### src/rtl/dl_recv_if.sv
// Stream bus of the downlink TDM de-interleaver: the slotted TDM input and the
// paired freq0/freq1 lane output.
`timescale 1ns/1ps
interface dl_recv_if;
    logic [31:0] i_freq_tdata;
    logic        i_freq_tfram;
    logic        i_freq_txant;
    logic [31:0] o_freq0_fdata;
    logic [31:0] o_freq1_fdata;
    logic        o_freq_fvalid;
    logic        o_freq_ffram;

    modport master (
        output i_freq_tdata, i_freq_tfram, i_freq_txant,
        input  o_freq0_fdata, o_freq1_fdata, o_freq_fvalid, o_freq_ffram
    );

    modport slave (
        input  i_freq_tdata, i_freq_tfram, i_freq_txant,
        output o_freq0_fdata, o_freq1_fdata, o_freq_fvalid, o_freq_ffram
    );
endinterface

### src/rtl/dl_recv.sv
// Downlink TDM de-interleaver: splits the antenna-slotted stream into freq0/freq1
// lane pairs, recovers frame timing from tfram and checks the txant cadence.
`timescale 1ns/1ps
module dl_recv #(
    parameter int ERR_LOST_N = 4
) (
    input  logic        clk_491,
    input  logic        rst_491,
    input  logic [31:0] i_bandwidth_sel,
    dl_recv_if.slave    freq,
    output logic        o_sync_err,
    output logic [15:0] o_err_cnt,
    output logic        o_locked
);
    typedef enum logic [1:0] {ST_IDLE = 2'd0, ST_RUN = 2'd1, ST_LOST = 2'd2} state_t;

    localparam int CW = $clog2(ERR_LOST_N + 1);
    localparam logic [CW-1:0] CONS_LAST = CW'(ERR_LOST_N - 1);

    // Period is kept as a mask (P-1) so the cadence test is a plain AND.
    function automatic logic [4:0] period_mask(input logic [3:0] code);
        logic [4:0] m;
        case (code)
            4'd1:       m = 5'd31;
            4'd2, 4'd3: m = 5'd15;
            default:    m = 5'd7;
        endcase
        return m;
    endfunction

    logic [31:0]   data_r;
    logic          fram_r;
    logic          xant_r;
    logic [4:0]    slot_r;
    logic [3:0]    sel_r;
    logic [4:0]    mask_r;
    logic          first_grp_r;
    logic [31:0]   dly_r [4];
    state_t        state_r;
    state_t        state_nxt_s;
    logic [CW-1:0] cons_r;
    logic [15:0]   err_cnt_r;
    logic          expect_xant_s;
    logic          mismatch_s;
    logic          pair_valid_s;
    logic          ffram_s;
    logic [31:0]   f0_r;
    logic [31:0]   f1_r;
    logic          fvalid_r;
    logic          ffram_r;
    logic          sync_err_r;
    logic          locked_r;
    logic          unused_sel_s;

    assign unused_sel_s = ^i_bandwidth_sel[31:4];

    // Input stage: single register copy that all slot logic works on
    always_ff @(posedge clk_491) begin
        if (rst_491) begin
            data_r <= 32'd0;
            fram_r <= 1'b0;
            xant_r <= 1'b0;
        end else begin
            data_r <= freq.i_freq_tdata;
            fram_r <= freq.i_freq_tfram;
            xant_r <= freq.i_freq_txant;
        end
    end

    // Slot timing, bandwidth period and the freq0 delay line
    always_ff @(posedge clk_491) begin
        if (rst_491) begin
            slot_r      <= 5'd0;
            sel_r       <= 4'd0;
            mask_r      <= 5'd7;
            first_grp_r <= 1'b0;
            for (int i = 0; i < 4; i++) dly_r[i] <= 32'd0;
        end else begin
            if (freq.i_freq_tfram) sel_r <= i_bandwidth_sel[3:0];
            if (fram_r) begin
                slot_r      <= 5'd0;
                mask_r      <= period_mask(sel_r);
                first_grp_r <= 1'b1;
            end else begin
                slot_r <= slot_r + 5'd1;
                if (slot_r == 5'd7) first_grp_r <= 1'b0;
            end
            // Shifting every slot keeps the freq0 word of 4 slots ago on the oldest tap
            dly_r[0] <= data_r;
            for (int i = 1; i < 4; i++) dly_r[i] <= dly_r[i-1];
        end
    end

    // State register and mismatch counters
    always_ff @(posedge clk_491) begin
        if (rst_491) begin
            state_r   <= ST_IDLE;
            cons_r    <= '0;
            err_cnt_r <= 16'd0;
        end else begin
            state_r <= state_nxt_s;
            if ((state_r == ST_LOST) && fram_r) begin
                cons_r <= '0;
            end else if (mismatch_s) begin
                cons_r <= cons_r + 1'b1;
            end else if ((state_r == ST_RUN) && xant_r) begin
                cons_r <= '0;
            end
            if (mismatch_s && (err_cnt_r != 16'hFFFF)) err_cnt_r <= err_cnt_r + 16'd1;
        end
    end

    // Next-state logic
    always_comb begin
        state_nxt_s = state_r;
        case (state_r)
            ST_IDLE: begin
                if (fram_r) state_nxt_s = ST_RUN;
                else        state_nxt_s = ST_IDLE;
            end
            ST_RUN: begin
                if (mismatch_s && (cons_r == CONS_LAST)) state_nxt_s = ST_LOST;
                else                                     state_nxt_s = ST_RUN;
            end
            ST_LOST: begin
                if (fram_r) state_nxt_s = ST_RUN;
                else        state_nxt_s = ST_LOST;
            end
            default: state_nxt_s = ST_IDLE;
        endcase
    end

    // Output decode: lane pairing and cadence check, active only in RUN
    always_comb begin
        expect_xant_s = ((slot_r & mask_r) == mask_r);
        if (state_r == ST_RUN) begin
            mismatch_s   = (xant_r != expect_xant_s);
            pair_valid_s = slot_r[2];
            ffram_s      = slot_r[2] && first_grp_r && (slot_r[1:0] == 2'd0);
        end else begin
            mismatch_s   = 1'b0;
            pair_valid_s = 1'b0;
            ffram_s      = 1'b0;
        end
    end

    // Output registers; lane data holds its last value between pairs
    always_ff @(posedge clk_491) begin
        if (rst_491) begin
            f0_r       <= 32'd0;
            f1_r       <= 32'd0;
            fvalid_r   <= 1'b0;
            ffram_r    <= 1'b0;
            sync_err_r <= 1'b0;
            locked_r   <= 1'b0;
        end else begin
            if (pair_valid_s) begin
                f0_r <= dly_r[3];
                f1_r <= data_r;
            end
            fvalid_r   <= pair_valid_s;
            ffram_r    <= ffram_s;
            sync_err_r <= mismatch_s;
            locked_r   <= (state_nxt_s == ST_RUN);
        end
    end

    assign freq.o_freq0_fdata = f0_r;
    assign freq.o_freq1_fdata = f1_r;
    assign freq.o_freq_fvalid = fvalid_r;
    assign freq.o_freq_ffram  = ffram_r;
    assign o_sync_err         = sync_err_r;
    assign o_err_cnt          = err_cnt_r;
    assign o_locked           = locked_r;
endmodule

### src/flat_wrapper.sv
// flat-port wrapper written by rule: the top's interface ports become plain ports
module dl_recv_flat 
#(
    parameter int ERR_LOST_N = 4
)
  (clk_491, rst_491, i_bandwidth_sel, o_sync_err, o_err_cnt, o_locked, freq_i_freq_tdata, freq_i_freq_tfram, freq_i_freq_txant, freq_o_freq0_fdata, freq_o_freq1_fdata, freq_o_freq_fvalid, freq_o_freq_ffram);
  dl_recv_if freq_i ();
  input  logic clk_491;
  input  logic rst_491;
  input  logic [31:0] i_bandwidth_sel;
  output logic o_sync_err;
  output logic [15:0] o_err_cnt;
  output logic o_locked;
  input wire logic [$bits(freq_i.i_freq_tdata)-1:0] freq_i_freq_tdata;
  input wire logic [$bits(freq_i.i_freq_tfram)-1:0] freq_i_freq_tfram;
  input wire logic [$bits(freq_i.i_freq_txant)-1:0] freq_i_freq_txant;
  output wire logic [$bits(freq_i.o_freq0_fdata)-1:0] freq_o_freq0_fdata;
  output wire logic [$bits(freq_i.o_freq1_fdata)-1:0] freq_o_freq1_fdata;
  output wire logic [$bits(freq_i.o_freq_fvalid)-1:0] freq_o_freq_fvalid;
  output wire logic [$bits(freq_i.o_freq_ffram)-1:0] freq_o_freq_ffram;
  assign freq_i.i_freq_tdata = freq_i_freq_tdata;
  assign freq_i.i_freq_tfram = freq_i_freq_tfram;
  assign freq_i.i_freq_txant = freq_i_freq_txant;
  assign freq_o_freq0_fdata = freq_i.o_freq0_fdata;
  assign freq_o_freq1_fdata = freq_i.o_freq1_fdata;
  assign freq_o_freq_fvalid = freq_i.o_freq_fvalid;
  assign freq_o_freq_ffram = freq_i.o_freq_ffram;
  dl_recv #(.ERR_LOST_N(ERR_LOST_N)) u_core (.clk_491(clk_491), .rst_491(rst_491), .i_bandwidth_sel(i_bandwidth_sel), .freq(freq_i), .o_sync_err(o_sync_err), .o_err_cnt(o_err_cnt), .o_locked(o_locked));
endmodule
### config.mk
export PLATFORM = sky130hd
export DESIGN_NAME = dl_recv_flat
export DESIGN_NICKNAME = d
export VERILOG_FILES = /design/src/rtl/dl_recv_if.sv /design/src/rtl/dl_recv.sv /design/src/flat_wrapper.sv
export SDC_FILE = /design/constraint.sdc
export NUM_CORES = 1
export LEC_CHECK = 0
export ABC_AREA = 1
export CAP_MARGIN = 10
export CORE_AREA = 10 10 181 183
export DETAILED_ROUTE_END_ITERATION = 10
export DIE_AREA = 0 0 191 193
export GPL_ROUTABILITY_DRIVEN = 0
export GPL_TIMING_DRIVEN = 1
export SLEW_MARGIN = 0
export SYNTH_ARGS = -nofsm -noshare
export SYNTH_HDL_FRONTEND = slang
export SYNTH_SLANG_ARGS = --single-unit
export TNS_END_PERCENT = 10
### constraint.sdc
create_clock -name clk_491 -period 4.5 [get_ports clk_491]
set_input_delay 0.9 -clock clk_491 [delete_from_list [all_inputs] [get_ports clk_491]]
set_output_delay 0.9 -clock clk_491 [all_outputs]
set_load 0.01 [all_outputs]
# After elaboration in Yosys (flattened, before gate mapping)
# Memory sizes are Yosys's and may differ from the RTL's. A register that Yosys moved wholly into a read port is not among the register bits.
# Cells that the tools add are included.
[totals]
ff_bits = 106
latchBits = 0
ram_bits = 128
romBits = 0
in_bits = 68
output_inout_bits = 84
elab_cells = 68
mem_count = 1
[mem_list]
columns = ["name", "words", "word_bits", "read_ports", "rd_ports_with_merged_regs", "write_ports", "line", "source"]
rows = [
  ["u_core.dly_r", 4, 32, 4, 1, 4, "dl_recv.sv:38", "logic [31:0] dly_r [4];"],
]
[op_classes]
addsub = 3
n_mul = 0
div_mod_pow = 0
order_cmp = 0
eq_ne = 11
n_shift = 0
mux = 18
n_bitwise = 6
n_reduce_logical = 14
[ops]
columns = ["cell", "n"]
rows = [
  ["32-bit 2-to-1 mux", 4],
  ["16-bit by 1-bit adder with 16-bit output (second input constant)", 1],
  ["16-bit inequality test (second input constant)", 1],
  ["5-bit case mux with 2 select lines", 1],
  ["4-bit by 2-bit equality test with 1-bit output (second input constant)", 2],
  ["1-bit 2-to-1 mux", 8],
  ["2-bit OR reduction", 4],
  ["1-bit logical AND", 6],
  ["3-bit 2-to-1 mux", 2],
  ["2-bit case mux with 3 select lines", 1],
  ["5-bit by 1-bit adder with 5-bit output (second input constant)", 1],
  ["5-bit AND", 1],
  ["5-bit by 3-bit equality test with 1-bit output (second input constant)", 1],
  ["5-bit equality test", 1],
  ["2-bit by 1-bit equality test with 1-bit output (second input constant)", 2],
  ["4-bit by 1-bit equality test with 1-bit output (second input constant)", 1],
  ["2-bit zero test", 2],
  ["2-bit 2-to-1 mux", 2],
  ["1-bit bitwise OR", 4],
  ["2-bit nonzero test", 2],
  ["3-bit by 1-bit adder with 3-bit output (second input constant)", 1],
  ["3-bit by 2-bit equality test with 1-bit output (second input constant)", 1],
  ["2-bit equality test (second input constant)", 1],
  ["1-bit inequality test", 1],
  ["1-bit NOT", 1],
]

# Logic depth before layout (Yosys ltp)
# Gate-level depths: netlist (run 1).
[logic_depth]
depth_word = 8
ltp_mapped = 10
ltp_nobuf = 10

# Worst setup path after synthesis (run 1)
# No wires, ideal clock.
[synth_path]
path_kind = "input -> register"
start = "in rst_491"
end = "reg u_core.data_r[0]"
setup_time_ps = 128
arrival_ps = 1699
required_time_ps = 4372
path_slack_ps = 2674
cell_stages = 4
path_buffers = 3
path_cell_list = "clkbuf_1 > clkbuf_1 > clkbuf_1 > nor2_1"
[synth_lines]
columns = ["item", "line", "source"]
rows = [
  ["start, declared", "flat_wrapper.sv:9", "input logic rst_491;"],
  ["end signal, assigned", "dl_recv.sv:64", "data_r <= freq.i_freq_tdata;"],
  ["end, declared", "dl_recv.sv:31", "logic [31:0] data_r;"],
]
# No word-level cell between the ends.

# Final worst setup path (run 1)
[layout_path]
start = "reg u_core.slot_r[2]"
end = "reg u_core.err_cnt_r[1], in the netlist u_core.o_err_cnt[1]"
[layout_via]
elab_chain_len = 5
[layout_lines]
columns = ["item", "line", "source"]
rows = [
  ["start, declared", "dl_recv.sv:34", "logic [4:0] slot_r;"],
  ["start signal, assigned", "dl_recv.sv:85", "slot_r <= slot_r + 5'd1;"],
  ["5-bit AND", "dl_recv.sv:135", "expect_xant_s = ((slot_r & mask_r) == mask_r);"],
  ["5-bit equality test", "dl_recv.sv:135", ""],
  ["1-bit inequality test", "dl_recv.sv:137", "mismatch_s = (xant_r != expect_xant_s);"],
  ["1-bit 2-to-1 mux", "dl_recv.sv:136", "if (state_r == ST_RUN) begin"],
  ["1-bit logical AND", "dl_recv.sv:109", "if (mismatch_s && (err_cnt_r != 16'hFFFF)) err_cnt_r <= err_cnt_r + 16'd1;"],
  ["end signal, assigned", "dl_recv.sv:109", ""],
  ["end, declared", "dl_recv.sv:42", "logic [15:0] err_cnt_r;"],
]
# Every way passes these cells.
# A chain may end at the register's enable or synchronous reset.

==> metrics.yaml, run 1 <==
yosys-top-cells-area: "sky130_fd_sc_hd__dfxtp_1 (61%), sky130_fd_sc_hd__nor2_1 (8.8%), sky130_fd_sc_hd__inv_1 (8.1%)"
grt_antenna_before_repair: 0
dp.cells: 1514
ys_ff_latch: 263
hold_path_startpoint: "u_core.dly_r[1][0]"
fin_nets: 1227
fillCellCount: 3005
via_per_inst: 3.99
min_period_ps: 2760
die_width_um: 191
port_buffers: 123
wl_mm: 19.2
final-instance-count-excl-fill: 1565
layout_skew_ps: 9.46
setup_viol: 0
r2r_cells: 8
layout_commonest_cell: "sky130_fd_sc_hd__dfxtp_1"
slew_headroom_pct: 39.7
tritoncts_clock_tree: "done"
cts_inserted_buffers: 28
setup.worst_path.end_class: "register"
top_level_ports: 152
biggest_area_consumer_among_synthesized_cells: "sky130_fd_sc_hd__dfxtp_1"
final.setup.tns_ps: 0
drt_iter0_markers: 337
worst-slew-pin-transition_ps: 904
area_growth_pct: 28.9
first_global_vias: 6282
antenna_cells: 0
regToRegEndpoint: "u_core.o_err_cnt[1]"
ys_warn_count: 0
final-max-slew-violation-count: 0
clock_tree.root_cell: "sky130_fd_sc_hd__clkbuf_16"
holdPathStages: 2
final_hold_viol_count: 0
report.power.total_w: 0.00486
area_used_by_multi_input_combinational_logic_um2: 2430
cp_data_arrival_time_ps: 3160
final_antenna_net_count: 0
tritoncts_num_sinks: 263
netlist-cell-type-count: 27
fmaxAchievable_mhz: 362
clock_latency_ps: 520
post_cts.repair.setup_buffers: 0
cellLeakagePower_nw: 4.23
cts_repair_resize_count: 0
critical_path.max_fanout: 35
via_count: 6244
hold_end: "u_core.dly_r[2][0]"
worst_ir_drop_vdd_mv: 0.203
drt-wirelength-per-cell_um: 12.2
crit-reg2reg-launch: "u_core.slot_r[2]"
drt_first_pass_iters: 4
seq_area_um2: 5270
ys_seq_area_share_pct: 61.1
ff2ff_setup_slack_ps: 1740
gr-total-overflow: 0
timing.final.crit_share_pct: 61.3
timing_worst_setup_path_type: "register to register"
grt_max_degree: 139
worstPathRequired_ps: 4900
grt_setup_unrepaired: "false"
cp_launch_type: "register"
most-common-layout-cells: "sky130_fd_sc_hd__dfxtp_1 (262), sky130_fd_sc_hd__nor2_1 (201), sky130_fd_sc_hd__inv_1 (186)"
dpl.hpwl_mm: 12.4
drc: 0
clk_slew_on_worst_s_h_paths_ps: 60
max-cap-violations: 0
ctsHoldBuffers: 0
number_of_standard_cells_after_synthesis: 1049
power.density_cell_area_nw_per_um2: 437
htree_num_levels: 1
run_status: "completed"
grt_first_pass_wirelength_mm: 32.1
drive_above_1_share_pct: 5.19
layout.core_utilization_pct: 38.0
grt_usage_pct: 10.4
min-delay-path-class: "register to register"
cts.path.max_buffers: 3
syn_nets: 1122
core-area_um2: 29200
netlist_area_um2: 8620
die_h_um: 193
synth_area_per_cell_um2: 8.22
placementRows: 63
floorplan.die_area_um2: 36900
synth_top_cell_area_share_pct: 61.1
initial_core_utilization_pct: 29.5
## critical path, stage by stage, from the launching register on
cell and delay (ps):
sky130_fd_sc_hd__dfxtp_2 850, sky130_fd_sc_hd__buf_4 510, sky130_fd_sc_hd__nand2_1 150, sky130_fd_sc_hd__inv_2 120, sky130_fd_sc_hd__nand3_2 80, sky130_fd_sc_hd__a21oi_1 210, sky130_fd_sc_hd__nand3_2 330, sky130_fd_sc_hd__o21ai_0 320
sky130_fd_sc_hd__nor2_1 70
## worst max-delay path by stage
| stage | from | endpoint |
|---|---|---|
| CTS | u_core.slot_r[2] | u_core.o_err_cnt[1] |
| finish | u_core.slot_r[2] | u_core.o_err_cnt[1] |
| global route | u_core.slot_r[2] | u_core.o_err_cnt[0] |
| detailed placement | u_core.slot_r[2] | u_core.o_err_cnt[1] |
| global placement | u_core.slot_r[2] | u_core.o_err_cnt[0] |
| floorplan | rst_491 | u_core.data_r[0] |
## synth_stat cells
library cell               number
sky130_fd_sc_hd__o21a_1         1
sky130_fd_sc_hd__xnor2_1        3
sky130_fd_sc_hd__clkbuf_1      37
sky130_fd_sc_hd__buf_2         11
sky130_fd_sc_hd__nor3_1         3
sky130_fd_sc_hd__nand2_1      128
sky130_fd_sc_hd__nand3_2        3
sky130_fd_sc_hd__buf_1          3
sky130_fd_sc_hd__o21ai_0       11
sky130_fd_sc_hd__inv_1        186
sky130_fd_sc_hd__inv_2          1
sky130_fd_sc_hd__nor2_4         1
sky130_fd_sc_hd__clkinv_1       1
sky130_fd_sc_hd__buf_4          2
sky130_fd_sc_hd__nor2_1       201
sky130_fd_sc_hd__a211oi_1       1
sky130_fd_sc_hd__o31ai_1        1
sky130_fd_sc_hd__ha_1           5
sky130_fd_sc_hd__nor3b_1        1
sky130_fd_sc_hd__nand2_2        2
sky130_fd_sc_hd__a21oi_1       84
sky130_fd_sc_hd__nor2_2         2
sky130_fd_sc_hd__dfxtp_1      263
sky130_fd_sc_hd__nand4_1        8
sky130_fd_sc_hd__o22ai_1        1
sky130_fd_sc_hd__nand3_1       85
sky130_fd_sc_hd__xor2_1         4
## stage by stage
stage | worst slack [ps] | cell area, um2 | hold WS, ps
final | 1740 | 11100 | 397
after floorplan | 2670 | 8620 | 388
after global placement | 1830 | 10200 | 391
after global routing | 1500 | 11100 | 407
after CTS | 1720 | 11100 | 396
after detailed placement | 1730 | 10200 | 392
## sequential cells by signal, indices dropped and copies added, names as in the netlist, 2 cells and up
name and cells:
u_core.dly_r 128, u_core.data_r 32, u_core.freq.o_freq0_fdata 32, u_core.freq.o_freq1_fdata 32, u_core.o_err_cnt 16, u_core.slot_r 5
u_core.sel_r 4, u_core.cons_r 3, u_core.mask_r 2, u_core.state_r 2
## area by class of cell
class,instances,share of cell area (%)
clock buffers,43,7.64
flip-flops and latches,263,47.4
multi-input cells,545,21.9
inverters,188,6.35
clock inverters,8,0.856
repair buffers,128,11.5
well taps,390,4.39
## kinds of logic (layout without fill, tap and decap cells)
family | after synthesis | count (layout) | synth area share, %
buffers and inverters | 241 | 367 | 10.7
xor gates and xnor gates | 7 | 7 | 0.711
AOI/OAI and AO/OA | 99 | 99 | 5.85
adders and majority gates | 5 | 5 | 0.726
and+or+nand+nor | 434 | 434 | 20.9
DFF | 263 | 263 | 61.1
## where the power goes
group / leakage, nW / switching [W] / internal, W
Combinational: 1.63 / 0.0000967 / 0.0000611
Sequential: 2.14 / 0.0000229 / 0.00238
Clock: 0.460 / 0.000891 / 0.00141
Total: 4.23 / 0.00101 / 0.00385
## per-layer routing
metal / routed length (um) / up-vias / part of all wire (%) / global-route usage [%]
met5: 0 / - / 0 / 0
met4: 404 / 0 / 2.1 / 3.27
met3: 986 / 28 / 5.1 / 2.28
met2: 7980 / 128 / 42 / 15.5
met1: 9800 / 2709 / 51 / 14.6
li1: - / 3379 / - / -
Power figures use the tool's default switching activity.
==> run 2, diff against run 1 <==
==> constraint.sdc (replaced) <==
create_clock -name clk_491 -period 2.3 [get_ports clk_491]
set_input_delay 0.46 -clock clk_491 [delete_from_list [all_inputs] [get_ports clk_491]]
set_output_delay 0.46 -clock clk_491 [all_outputs]
set_load 0.01 [all_outputs]
==> metrics.yaml, run 2 (same netlist as run 1, synthesis figures left out) <==
grt_setup_unrepaired: "false"  # unchanged
cts_repair_resize_count: 0  # unchanged
fillCellCount: 2947  # was 3005
report.power.total_w: 0.00934  # was 0.00486 W
timing.final.ws_setup_ps: 243  # was 1740 ps
worst_ir_drop_vdd_mv: 0.465  # was 0.203 mV
max-cap-violations: 0  # unchanged
worst_path_largest_cell_delay_ps: 610  # was 850 ps
layout_skew_ps: 11.8  # was 9.46 ps
gr-total-overflow: 0  # unchanged
post_cts.repair.setup_buffers: 0  # unchanged
via_count: 6093  # was 6244
worstPathBufferInverterCount: 1  # was 2
cts_inserted_buffers: 27  # was 28
drt_iter0_markers: 309  # was 337
die_width_um: 191  # unchanged
tritoncts_clock_tree: "done"  # unchanged
grt_antenna_before_repair: 0  # unchanged
run_status: "completed"  # unchanged
grt_usage_pct: 10.1  # was 10.4%
dpl.hpwl_mm: 12.1  # was 12.4 mm
first_global_vias: 6106  # was 6282
most-common-layout-cells: "sky130_fd_sc_hd__dfxtp_1 (262), sky130_fd_sc_hd__nor2_1 (201), sky130_fd_sc_hd__inv_1 (186)"  # unchanged
fin_nets: 1230  # was 1227
die_h_um: 193  # unchanged
area_used_by_multi_input_combinational_logic_um2: 2430  # unchanged
final-instance-count-excl-fill: 1564  # was 1565
setup_viol: 0  # unchanged
drt-wirelength-per-cell_um: 11.8  # was 12.2 um
critical_path.max_fanout: 8  # was 35
timing_worst_setup_path_type: "register to primary output"  # was register to register
cts.path.max_buffers: 3  # unchanged
area_growth_pct: 29.1  # was 28.9%
wl_mm: 18.5  # was 19.2 mm
port_buffers: 123  # unchanged
post-route-cell-area_um2: 11100  # about the same
cp_data_arrival_time_ps: 1600  # was 3160 ps
ctsHoldBuffers: 0  # unchanged
fmaxAchievable_mhz: 486
worst-slew-pin-transition_ps: 785  # was 904 ps
final-max-slew-violation-count: 0  # unchanged
power.density_cell_area_nw_per_um2: 839  # was 437 nW/um2
clk_slew_on_worst_s_h_paths_ps: 60  # about the same
placementRows: 63  # unchanged
final.setup.tns_ps: 0  # unchanged
top_level_ports: 152  # unchanged
core-area_um2: 29200  # unchanged
clock_tree.root_cell: "sky130_fd_sc_hd__clkbuf_16"  # unchanged
slew_headroom_pct: 47.7  # was 39.7%
postPlaceCellArea_um2: 10200  # about the same
htree_num_levels: 1  # unchanged
antenna_cells: 0  # unchanged
drt_first_pass_iters: 4  # unchanged
setup.worst_path.end_class: "primary output"  # was register
grt_first_pass_wirelength_mm: 31.1  # was 32.1 mm
worst_path_max_delay_cell: "sky130_fd_sc_hd__clkdlybuf4s50_1"  # was sky130_fd_sc_hd__dfxtp_2
min-delay-path-class: "input port to register"  # was register to register
floorplan.die_area_um2: 36900  # unchanged
largest_reg_flops: 128  # unchanged
final_antenna_net_count: 0  # unchanged
crit_family: "buffers and inverters"  # was flip-flops
via_per_inst: 3.90  # was 3.99
layout_commonest_cell: "sky130_fd_sc_hd__dfxtp_1"  # unchanged
tritoncts_num_sinks: 263  # unchanged
timing.final.crit_share_pct: 89.4
drive_above_1_share_pct: 5.28  # was 5.19%
cp_launch_type: "register"  # unchanged
clock_latency_ps: 520  # about the same
seq_area_um2: 5270  # unchanged
critical_path.cell_chain: "clkdlybuf4s50_1"  # was buf_4 -> nand2_1 -> inv_2 -> nand3_2 -> a21oi_1 -> nand3_2 -> o21ai_0 -> nor2_1
worstPathRequired_ps: 1840  # was 4900 ps
grt_max_degree: 92  # was 139
initial_core_utilization_pct: 29.5  # unchanged
min_period_ps: 2060
cellLeakagePower_nw: 4.25  # was 4.23 nW
dp_slack_ps: 552  # was 1730 ps
final_hold_viol_count: 0  # unchanged
dp.cells: 1518  # was 1514
registers.top_by_ff_count: "u_core.dly_r"  # unchanged
drc: 0  # unchanged
[run 2: changes by cell type in the layout (fill, tap and decap cells not counted)]
cell | before | now
sky130_fd_sc_hd__clkinv_2 | 4 | 3
sky130_fd_sc_hd__inv_6 | 0 | 1
sky130_fd_sc_hd__buf_12 | 0 | 3
sky130_fd_sc_hd__clkbuf_1 | 7 | 5
sky130_fd_sc_hd__clkbuf_8 | 8 | 9
sky130_fd_sc_hd__buf_4 | 5 | 6
sky130_fd_sc_hd__clkbuf_16 | 29 | 27
sky130_fd_sc_hd__clkinvlp_4 | 2 | 0
[run 2: power by group]
group,internal [W],switching (W),total (W),leakage (nW)
registers,0.00466,0.0000393,0.00470,2.14
clock network,0.00262,0.00170,0.00432,0.441
logic,0.000127,0.000190,0.000318,1.67
total,0.00741,0.00193,0.00934,4.25
[run 2: per-layer routing]
| metal | track usage, % | routed length (um) |
|---|---|---|
| met1 | 14.1 | 9780 |
| met2 | 14.9 | 7450 |
| met3 | 2.45 | 885 |
| met4 | 3.39 | 396 |
| met5 | 0 | 0 |
[run 2: cell type report]
cell class | count | share of cell area (%)
Multi-Input combinational cell | 545 | 21.9
Clock inverter | 6 | 0.754
Timing Repair Buffer | 132 | 12.0
Tap cell | 390 | 4.39
Sequential cell | 263 | 47.3
Inverter | 188 | 6.34
Clock buffer | 40 | 7.23
[run 2: path summary, 6_finish.rpt]
path | cells after the start | slack (ps) | start | end
setup / recovery | 1 | 240 | u_core.o_err_cnt[2] | o_err_cnt[2]
hold / removal | 2 | 380 | rst_491 | u_core.data_r[0]
setup reg to reg | 8 | 530 | u_core.o_err_cnt[0] | u_core.o_err_cnt[12]
hold reg to reg | 2 | 390 | u_core.dly_r[1][23] | u_core.dly_r[2][23]
[run 2: per-stage QoR]
| step | utilization, % | hold WS [ps] |
|---|---|---|
| floorplan | - | 388 |
| global placement | 35.0 | 391 |
| detailed placement | 35.0 | 392 |
| CTS | 38.0 | 367 |
| global route | 38.0 | 386 |
| finish | 38.0 | 378 |
